### config.mk
export PLATFORM = sky130hd
export DESIGN_NAME = cpu_io_run_ctrl
export DESIGN_NICKNAME = d
export VERILOG_FILES = /design/src/rtl/cpu_io_run_ctrl.sv
export SDC_FILE = /design/constraint.sdc
export NUM_CORES = 1
export LEC_CHECK = 0
export CORE_MARGIN = 2
export CORE_UTILIZATION = 50
export DETAILED_ROUTE_END_ITERATION = 10
export DONT_BUFFER_PORTS = 1
export PLACE_DENSITY = 0.75
export SKIP_LAST_GASP = 1
export SYNTH_ARGS = -nofsm -noshare
export SYNTH_HDL_FRONTEND = slang
export SYNTH_SLANG_ARGS = --single-unit
### constraint.sdc
create_clock -name clk_i -period 10.6 [get_ports clk_i]
set_clock_uncertainty 0.1 [all_clocks]
set_input_delay 2.12 -clock clk_i [delete_from_list [all_inputs] [get_ports clk_i]]
set_output_delay 2.12 -clock clk_i [all_outputs]
set_load 0.05 [all_outputs]
### src/rtl/cpu_io_run_ctrl.sv
// cpu_io_run_ctrl: run/halt control plus the CPU's input and output ports.
// The input port is a single latched register with valid and sticky overrun flags.
// The output port is a small FIFO, so "out" instructions do not stall while there is space.
// A halt instruction can optionally wait in DRAIN until the output FIFO has emptied.
module cpu_io_run_ctrl #(
    parameter int DATA_WIDTH    = 32,
    parameter int OUT_DEPTH     = 4,
    parameter int AUTO_START    = 1,
    parameter int DRAIN_ON_HALT = 1
) (
    input  logic                           clk_i,
    input  logic                           rst_i,
    input  logic                           start_i,
    input  logic                           stop_i,
    input  logic                           halt_req_i,
    output logic                           run_o,
    input  logic                           in_strobe_i,
    input  logic [DATA_WIDTH-1:0]          in_data_i,
    input  logic                           in_read_i,
    output logic [DATA_WIDTH-1:0]          in_port_out_o,
    output logic                           in_valid_o,
    output logic                           in_overrun_o,
    input  logic                           out_write_i,
    input  logic [DATA_WIDTH-1:0]          out_data_cpu_i,
    output logic                           out_full_o,
    output logic [DATA_WIDTH-1:0]          out_data_o,
    output logic                           out_valid_o,
    input  logic                           out_ready_i,
    output logic [$clog2(OUT_DEPTH+1)-1:0] out_count_o
);

    localparam int PW = $clog2(OUT_DEPTH);
    localparam int CW = $clog2(OUT_DEPTH + 1);

    typedef enum logic [1:0] {
        IDLE   = 2'd0,
        RUN    = 2'd1,
        DRAIN  = 2'd2,
        HALTED = 2'd3
    } state_e;

    state_e                state_q;
    state_e                state_d;
    logic                  first_q;

    logic [DATA_WIDTH-1:0] in_data_q;
    logic                  in_valid_q;
    logic                  in_overrun_q;

    logic [DATA_WIDTH-1:0] mem_q [OUT_DEPTH];
    logic [PW-1:0]         wr_ptr_q;
    logic [PW-1:0]         rd_ptr_q;
    logic [CW-1:0]         count_q;
    logic [CW-1:0]         count_d;
    logic                  fifo_full;
    logic                  fifo_empty;
    logic                  push;
    logic                  pop;

    // FIFO handshake decode; a pop at full frees the slot for a same-cycle write
    always_comb begin
        fifo_full  = (count_q == CW'(OUT_DEPTH));
        fifo_empty = (count_q == '0);
        pop        = !fifo_empty && out_ready_i;
        push       = out_write_i && (!fifo_full || pop);
        count_d    = count_q;
        case ({push, pop})
            2'b10:   count_d = count_q + CW'(1);
            2'b01:   count_d = count_q - CW'(1);
            default: count_d = count_q;
        endcase
    end

    // FIFO storage and pointers; storage is cleared so the head reads zero out of reset
    always_ff @(posedge clk_i or posedge rst_i) begin
        if (rst_i) begin
            for (int i = 0; i < OUT_DEPTH; i++) begin
                mem_q[i] <= '0;
            end
            wr_ptr_q <= '0;
            rd_ptr_q <= '0;
            count_q  <= '0;
        end else begin
            if (push) begin
                mem_q[wr_ptr_q] <= out_data_cpu_i;
                wr_ptr_q        <= wr_ptr_q + PW'(1);
            end
            if (pop) begin
                rd_ptr_q <= rd_ptr_q + PW'(1);
            end
            count_q <= count_d;
        end
    end

    // Input latch: a strobe always captures data; overrun flags unread data being overwritten
    always_ff @(posedge clk_i or posedge rst_i) begin
        if (rst_i) begin
            in_data_q    <= '0;
            in_valid_q   <= 1'b0;
            in_overrun_q <= 1'b0;
        end else begin
            if (in_strobe_i) begin
                in_data_q  <= in_data_i;
                in_valid_q <= 1'b1;
                if (in_valid_q && !in_read_i) begin
                    in_overrun_q <= 1'b1;
                end
            end else if (in_read_i) begin
                in_valid_q <= 1'b0;
            end
        end
    end

    // Run FSM state register; first_q marks the first edge after reset for auto-start
    always_ff @(posedge clk_i or posedge rst_i) begin
        if (rst_i) begin
            state_q <= IDLE;
            first_q <= 1'b1;
        end else begin
            state_q <= state_d;
            first_q <= 1'b0;
        end
    end

    // Run FSM next state with priority Stop > Halt_Req > Start
    always_comb begin
        state_d = state_q;
        case (state_q)
            IDLE: begin
                if (!stop_i && ((first_q && (AUTO_START != 0)) || start_i)) begin
                    state_d = RUN;
                end
            end
            RUN: begin
                if (stop_i) begin
                    state_d = HALTED;
                end else if (halt_req_i) begin
                    if ((DRAIN_ON_HALT != 0) && !fifo_empty) begin
                        state_d = DRAIN;
                    end else begin
                        state_d = HALTED;
                    end
                end
            end
            DRAIN: begin
                if (stop_i || (count_d == '0)) begin
                    state_d = HALTED;
                end
            end
            HALTED: begin
                if (start_i && !stop_i) begin
                    state_d = RUN;
                end
            end
            default: state_d = IDLE;
        endcase
    end

    // Output decode: Run comes straight from the state register, the ports from their storage
    always_comb begin
        run_o         = (state_q == RUN);
        in_port_out_o = in_data_q;
        in_valid_o    = in_valid_q;
        in_overrun_o  = in_overrun_q;
        out_full_o    = fifo_full;
        out_valid_o   = !fifo_empty;
        out_data_o    = mem_q[rd_ptr_q];
        out_count_o   = count_q;
    end

endmodule

## Yosys cells after proc, flatten, opt, wreduce, memory -nomap -nowiden

Cells that the tools add are included.

- Register bits: 172
- Input bits: 73
- Output and inout bits: 72
- Logic and storage cells: 66

- Add/subtract/negate cells: 4
- Magnitude comparators: 3
- Eq/ne operators: 10
- Multiplexer cells: 16
- Bitwise gates (word level): 2
- Reductions and logical operators: 19

Operator list:

| operator | count |
|---|---|
| 128-bit bitwise mux | 1 |
| 32-bit two-way mux | 3 |
| 32-bit binary-select mux with 2-bit select | 1 |
| 32-bit demux with 2-bit select | 1 |
| 2-bit two-way mux | 5 |
| 2-bit one-hot mux with 4 select lines | 1 |
| 2-bit equality test (second input constant) | 3 |
| 3-bit greater-or-equal comparator (second input constant) | 2 |
| 1-bit logical AND | 6 |
| 3-bit logical NOT | 2 |
| 2-bit != test (second input constant) | 3 |
| 2-bit inverter with 3-bit output | 2 |
| 3-bit one-hot mux with 2 select lines | 1 |
| 2-bit by 1-bit adder with 2-bit output (second input constant) | 2 |
| 2-bit by 1-bit equality test with 1-bit output (second input constant) | 2 |
| 1-bit logical NOT | 4 |
| 4-bit AND reduction | 1 |
| 3-bit by 1-bit adder with 3-bit output (second input constant) | 1 |
| 3-bit equality test (second input constant) | 1 |
| 1-bit logical OR | 3 |
| 3-bit by 1-bit < comparator with 1-bit output (second input constant) | 1 |
| 1-bit two-way mux | 3 |
| 3-bit != test (second input constant) | 1 |
| 3-bit by 1-bit subtractor with 3-bit output (second input constant) | 1 |
| other kinds (3) | 3 |

## Logic depth before layout (Yosys ltp)

- Depth in word-level cells: 11
- Gate-level depth with buffers: 11
- Depth with buffers taken out: 10

## Least setup slack after synthesis

OpenSTA, ideal clock, no wires.

- Kind: input to register
- Start point: in out_ready_i
- End point: reg state_q[1]
- Arrival: 4,234 ps
- Setup slack: 6,144 ps
- Stages: 10
- Cells stage by stage: o21a_2 -> buf_12 -> inv_1 -> ha_1 -> inv_1 -> fa_1 -> or4bb_2 -> mux2i_1 -> o2bb2ai_1 -> o2bb2ai_1

- Longest elaborated chain between the ends: 9
- Elaborated cells between the ends (all ways): 10

Ends and longest elaborated chain:

| item | RTL line | text |
|---|---|---|
| start: declaration | 28 | `input logic out_ready_i,` |
| 1-bit logical AND (*) | 64 | `pop = !fifo_empty && out_ready_i;` |
| 1-bit logical OR | 65 | `push = out_write_i && (!fifo_full \|\| pop);` |
| 1-bit logical AND | 65 |  |
| 2-bit by 1-bit equality test with 1-bit output / 2-bit equality test (equally long branches) | 67 | `case ({push, pop})` |
| 3-bit one-hot mux with 2 select lines (*) | 67 |  |
| 3-bit logical NOT (*) | 146 | `if (stop_i \|\| (count_d == '0)) begin` |
| 1-bit logical OR (*) | 146 |  |
| 2-bit != test (no line) (*) | -- |  |
| 4-bit AND reduction (no line) (*) | -- |  |
| end signal: assignment | 120 | `state_q <= state_d;` |
| end: declaration | 42 | `state_e state_q;` |

Mark *: on every way between the ends. The rest lies on a longest branch, timed or not.
A chain may end at the register's enable or synchronous reset.

## Worst setup path after layout

- Start point: reg rd_ptr_q[0]
- End point: out out_data_o[27]

- Longest elaborated chain between the ends: 4

Ends and longest elaborated chain:

| item | RTL line | text |
|---|---|---|
| start: declaration | 52 | `logic [PW-1:0] rd_ptr_q;` |
| start signal: assignment | 89 | `rd_ptr_q <= rd_ptr_q + PW'(1);` |
| 2-bit inverter with 3-bit output (not written as such) | 167 | `out_data_o = mem_q[rd_ptr_q];` |
| 32-bit binary-select mux with 2-bit select | 167 |  |
| 32-bit two-way mux (not written as such) (2 in a row) | 167 |  |
| end: declaration | 26 | `output logic [DATA_WIDTH-1:0] out_data_o,` |

No other way between the ends. The select of a mux whose other input is x is not followed.

==> impl_table.tex <==
\begin{tabular}{lr}
\hline
Metric & Value \\
\hline
\multicolumn{2}{l}{\textbf{Run status}} \\
Status & finished clean \\
\multicolumn{2}{l}{\textbf{Critical path}} \\
Data required time of the critical path & 8.38 ns \\
Highest fanout seen on the critical path & 34 \\
Reg-to-reg endpoint & state\_q[1] \\
CP Data Arrival Time & 2.13 ns \\
Cells on worst reg2reg path & 10 \\
Largest stage delay on the critical path & 0.77 ns \\
Capturing element of the worst setup path & out\_data\_o[27] \\
CP Launch Type & flip-flop \\
Crit. End Element & primary output \\
Crit path max-delay family & multiplexers \\
Critical path class & flip-flop to primary output \\
Slowest-stage cell, CP & sky130\_fd\_sc\_hd\_\_mux4\_2 \\
Beginning of the critical path & rd\_ptr\_q[0] \\
WP depth & 2 \\
R2R setup slack & 6.88 ns \\
Ordered cell list for the critical path & buf\_4, mux4\_2 \\
Worst reg2reg startpoint & out\_count\_o[2] \\
Buffer and inverter count on the worst path & 1 \\
\multicolumn{2}{l}{\textbf{Route}} \\
DRC marker count from the first detailed-route iteration & 246 \\
Vias per std cell & 5.62 \\
Post-detailed-route DRC marker count & 0 \\
Final wirelength & 15.1 mm \\
Total number of vias & 3824 \\
Average wire per cell in the routed design & 22.1 µm \\
Count of antenna-violating nets left after detailed routing & 0 \\
First-pass detailed-route iteration total & 4 \\
\multicolumn{2}{l}{\textbf{GRT}} \\
Via count of the first global-routing pass & 4433 \\
Global-route wire length before repair & 24.9 mm \\
Largest net degree at the start of global routing & 96 \\
Total global routing overflow & 0 \\
Antenna violations before repair & 0 \\
GRT Resource Usage Total & 18.5\% \\
\multicolumn{2}{l}{\textbf{Finish}} \\
Number of fillers in the final layout & 1232 \\
Non-filler cells, final & 681 \\
Number of nets in the finished design & 535 \\
Area of all placed cells without fillers & 8730 µm² \\
Utilization of the core after routing & 54.9\% \\
Antenna fix cells & 0 \\
Area Growth Syn to Fin & 7.41\% \\
Share of layout cells above drive strength 1 & approximately half \\
\multicolumn{2}{l}{\textbf{Synthesis}} \\
Number of synthesized flops with an enable pin & 0 \\
Most used DFF post-synth & sky130\_fd\_sc\_hd\_\_dfrtp\_1 \\
Most numerous cell types in the synthesized netlist & 171 x sky130\_fd\_sc\_hd\_\_dfrtp\_1, 120 x sky130\_fd\_sc\_hd\_\_mux2\_4, 40 x sky130\_fd\_sc\_hd\_\_mux2\_2 \\
Async set or reset register ratio after synthesis & 100\% \\
Unique cell type count in the Yosys netlist & 37 \\
Per-instance average area after synthesis & 17.8 µm² \\
Syn\_nets & roughly 540 \\
Fraction of the yosys area taken by sequential cells & 53.0\% \\
Most area-hungry cell type in the Yosys netlist & sky130\_fd\_sc\_hd\_\_dfrtp\_1 \\
Cell area after synthesis & 8120 µm² \\
\#FFs+latches synth & 172 \\
Synthesis Warnings & 0 \\
Portion of synthesized cell area occupied by the leading cell type & 52.7\% \\
Most used standard cell by instance count after synthesis & sky130\_fd\_sc\_hd\_\_dfrtp\_1 \\
Synthesized instance count & 456 \\
Top area cells in the synthesized netlist & sky130\_fd\_sc\_hd\_\_dfrtp\_1 53\%, sky130\_fd\_sc\_hd\_\_mux2\_4 22\%, sky130\_fd\_sc\_hd\_\_mux4\_2 8.9\%, sky130\_fd\_sc\_hd\_\_mux2\_2 5.5\%, sky130\_fd\_sc\_hd\_\_buf\_12 3.2\% \\
\multicolumn{2}{l}{\textbf{Die}} \\
Placeable core area & 15900 µm² \\
Die outline height & around 130 µm \\
\# rows & 46 \\
Horizontal die dimension & 131 µm \\
Total Die Area & between 15000 and 20000 µm² \\
Effective utilization at floorplan & 51.1\% \\
Total I/O pin count & $\sim$150 \\
\multicolumn{2}{l}{\textbf{STA}} \\
Setup TNS Final & 0 ns \\
Number of hold violations in the final report & 0 \\
Final Max Slew Viols & 0 \\
Finish-stage setup viols & 0 \\
Final critical delay including setup and external delays & roughly 4.3 ns \\
Worst hold-check slack & around 0.4 ns \\
Post-route clock period utilization & roughly 41\% \\
Final worst-path setup slack & 6.25 ns \\
Tightest slew margin relative to the limit & between 30 and 40\% \\
Setup repair after global routing missed its margin & no \\
Worst slew pin tran & 0.957 ns \\
Max Freq & 0.230 GHz \\
\multicolumn{2}{l}{\textbf{Clocking}} \\
Post-CTS resize count & 0 \\
Clock latency of the later-clocked register in the worst-skew pair & 0.42 ns \\
Post-CTS Setup Repair Bufs & 0 \\
Clock buffers created by TritonCTS & 17 \\
CTS tree & done \\
Clock root cell & sky130\_fd\_sc\_hd\_\_clkbuf\_16 \\
Cts-stage hold buffer count & 0 \\
Number of sinks driven by the clock tree & between 150 and 200 \\
CTS max path bufs & 2 \\
Max H-tree Level & 4 \\
Clock-pin slew on the worst setup and hold paths & 0.06 ns \\
\multicolumn{2}{l}{\textbf{Placed design}} \\
Area of placed instances & 8110 µm² \\
Number of I/O port buffers & 0 \\
Sum of net half-perimeters after detailed placement & 9.37 mm \\
Final Wtd Congestion & 0.699 \\
Worst setup slack after placement & 5.91 ns \\
Cell Count Post-Placement & between 600 and 700 \\
\multicolumn{2}{l}{\textbf{Min path}} \\
Worst hold path type & flip-flop to flip-flop \\
\multicolumn{2}{l}{\textbf{Pwr}} \\
Total power draw & 3.36 mW \\
Power density over cell area & roughly 390 nW/µm² \\
Leakage component of the power & slightly above 4 nW \\
Maximum resistive drop on vdd & 0.272 mV \\
\multicolumn{2}{l}{\textbf{Run}} \\
Reported max-cap violation count & 0 \\
\hline
\end{tabular}
==> worst min path at each step <==
stage / start / to / slack [ns] / cells past startpoint
floorplan: mem_q[62] / mem_q[62] / 0.37 / 1
global placement: mem_q[62] / mem_q[62] / 0.38 / 1
detailed placement: mem_q[35] / mem_q[35] / 0.39 / 1
CTS: mem_q[35] / mem_q[35] / 0.41 / 1
global route: mem_q[51] / mem_q[51] / 0.41 / 1
finish: mem_q[126] / mem_q[126] / 0.40 / 1
==> kinds of logic after synthesis <==
logic type               after synthesis  share of synthesized area [%]
other                                  1                         0.0462
flip-flops                           172                           53.0
AND/OR/NAND/NOR                       22                           2.29
adder cells (fa/ha/maj)               10                           1.63
multiplexers                         193                           36.7
XOR/XNOR                               6                          0.647
buffers and inverters                 40                           4.50
AO/OA/AOI/OAI                         12                           1.17
==> where the power goes <==
part	internal (mW)	total, mW	switching (mW)
clock network	0.387	0.652	0.265
logic	0.677	1.51	0.830
registers	0.940	1.20	0.263
total	2.00	3.36	1.36
==> state kept, by name, indices dropped and copies added (netlist names) <==
name / cells
in_overrun_o: 1
first_q: 1
in_port_out_o: 32
wr_ptr_q: 2
mem_q: 128
state_q: 2
in_valid_o: 1
rd_ptr_q: 2
out_count_o: 3
==> layout by cell type, fill, tap and decap left out, drive strengths merged, types with 3 or more instances in the layout <==
cell	count
dfrtp	171
mux2	160
mux4	32
clkbuf	21
inv	18
ha	9
nand2	9
clkinv	4
xor2	3
xnor2	3
nor2	3
bufinv	3
==> metal layers <==
metal	global-route usage, %	routed length, µm	vias to the layer above
met4	6.10	239	0
met5	0	0	-
li1	-	-	1639
met3	6.06	939	18
met1	24.0	6560	2038
met2	29.4	7320	129
==> area by class of cell <==
type | count | area (µm²) | share of cell area (%)
timing repair buffer | 2 | 15.0 | 0.172
multi-input combinational | 244 | 3450 | 39.6
tap | 216 | 270 | 3.10
inverter | 15 | 61.3 | 0.703
clock buffer | 21 | 460 | 5.28
clock inverter | 11 | 158 | 1.81
sequential | 172 | 4310 | 49.4
Power figures use the tool's default switching activity.
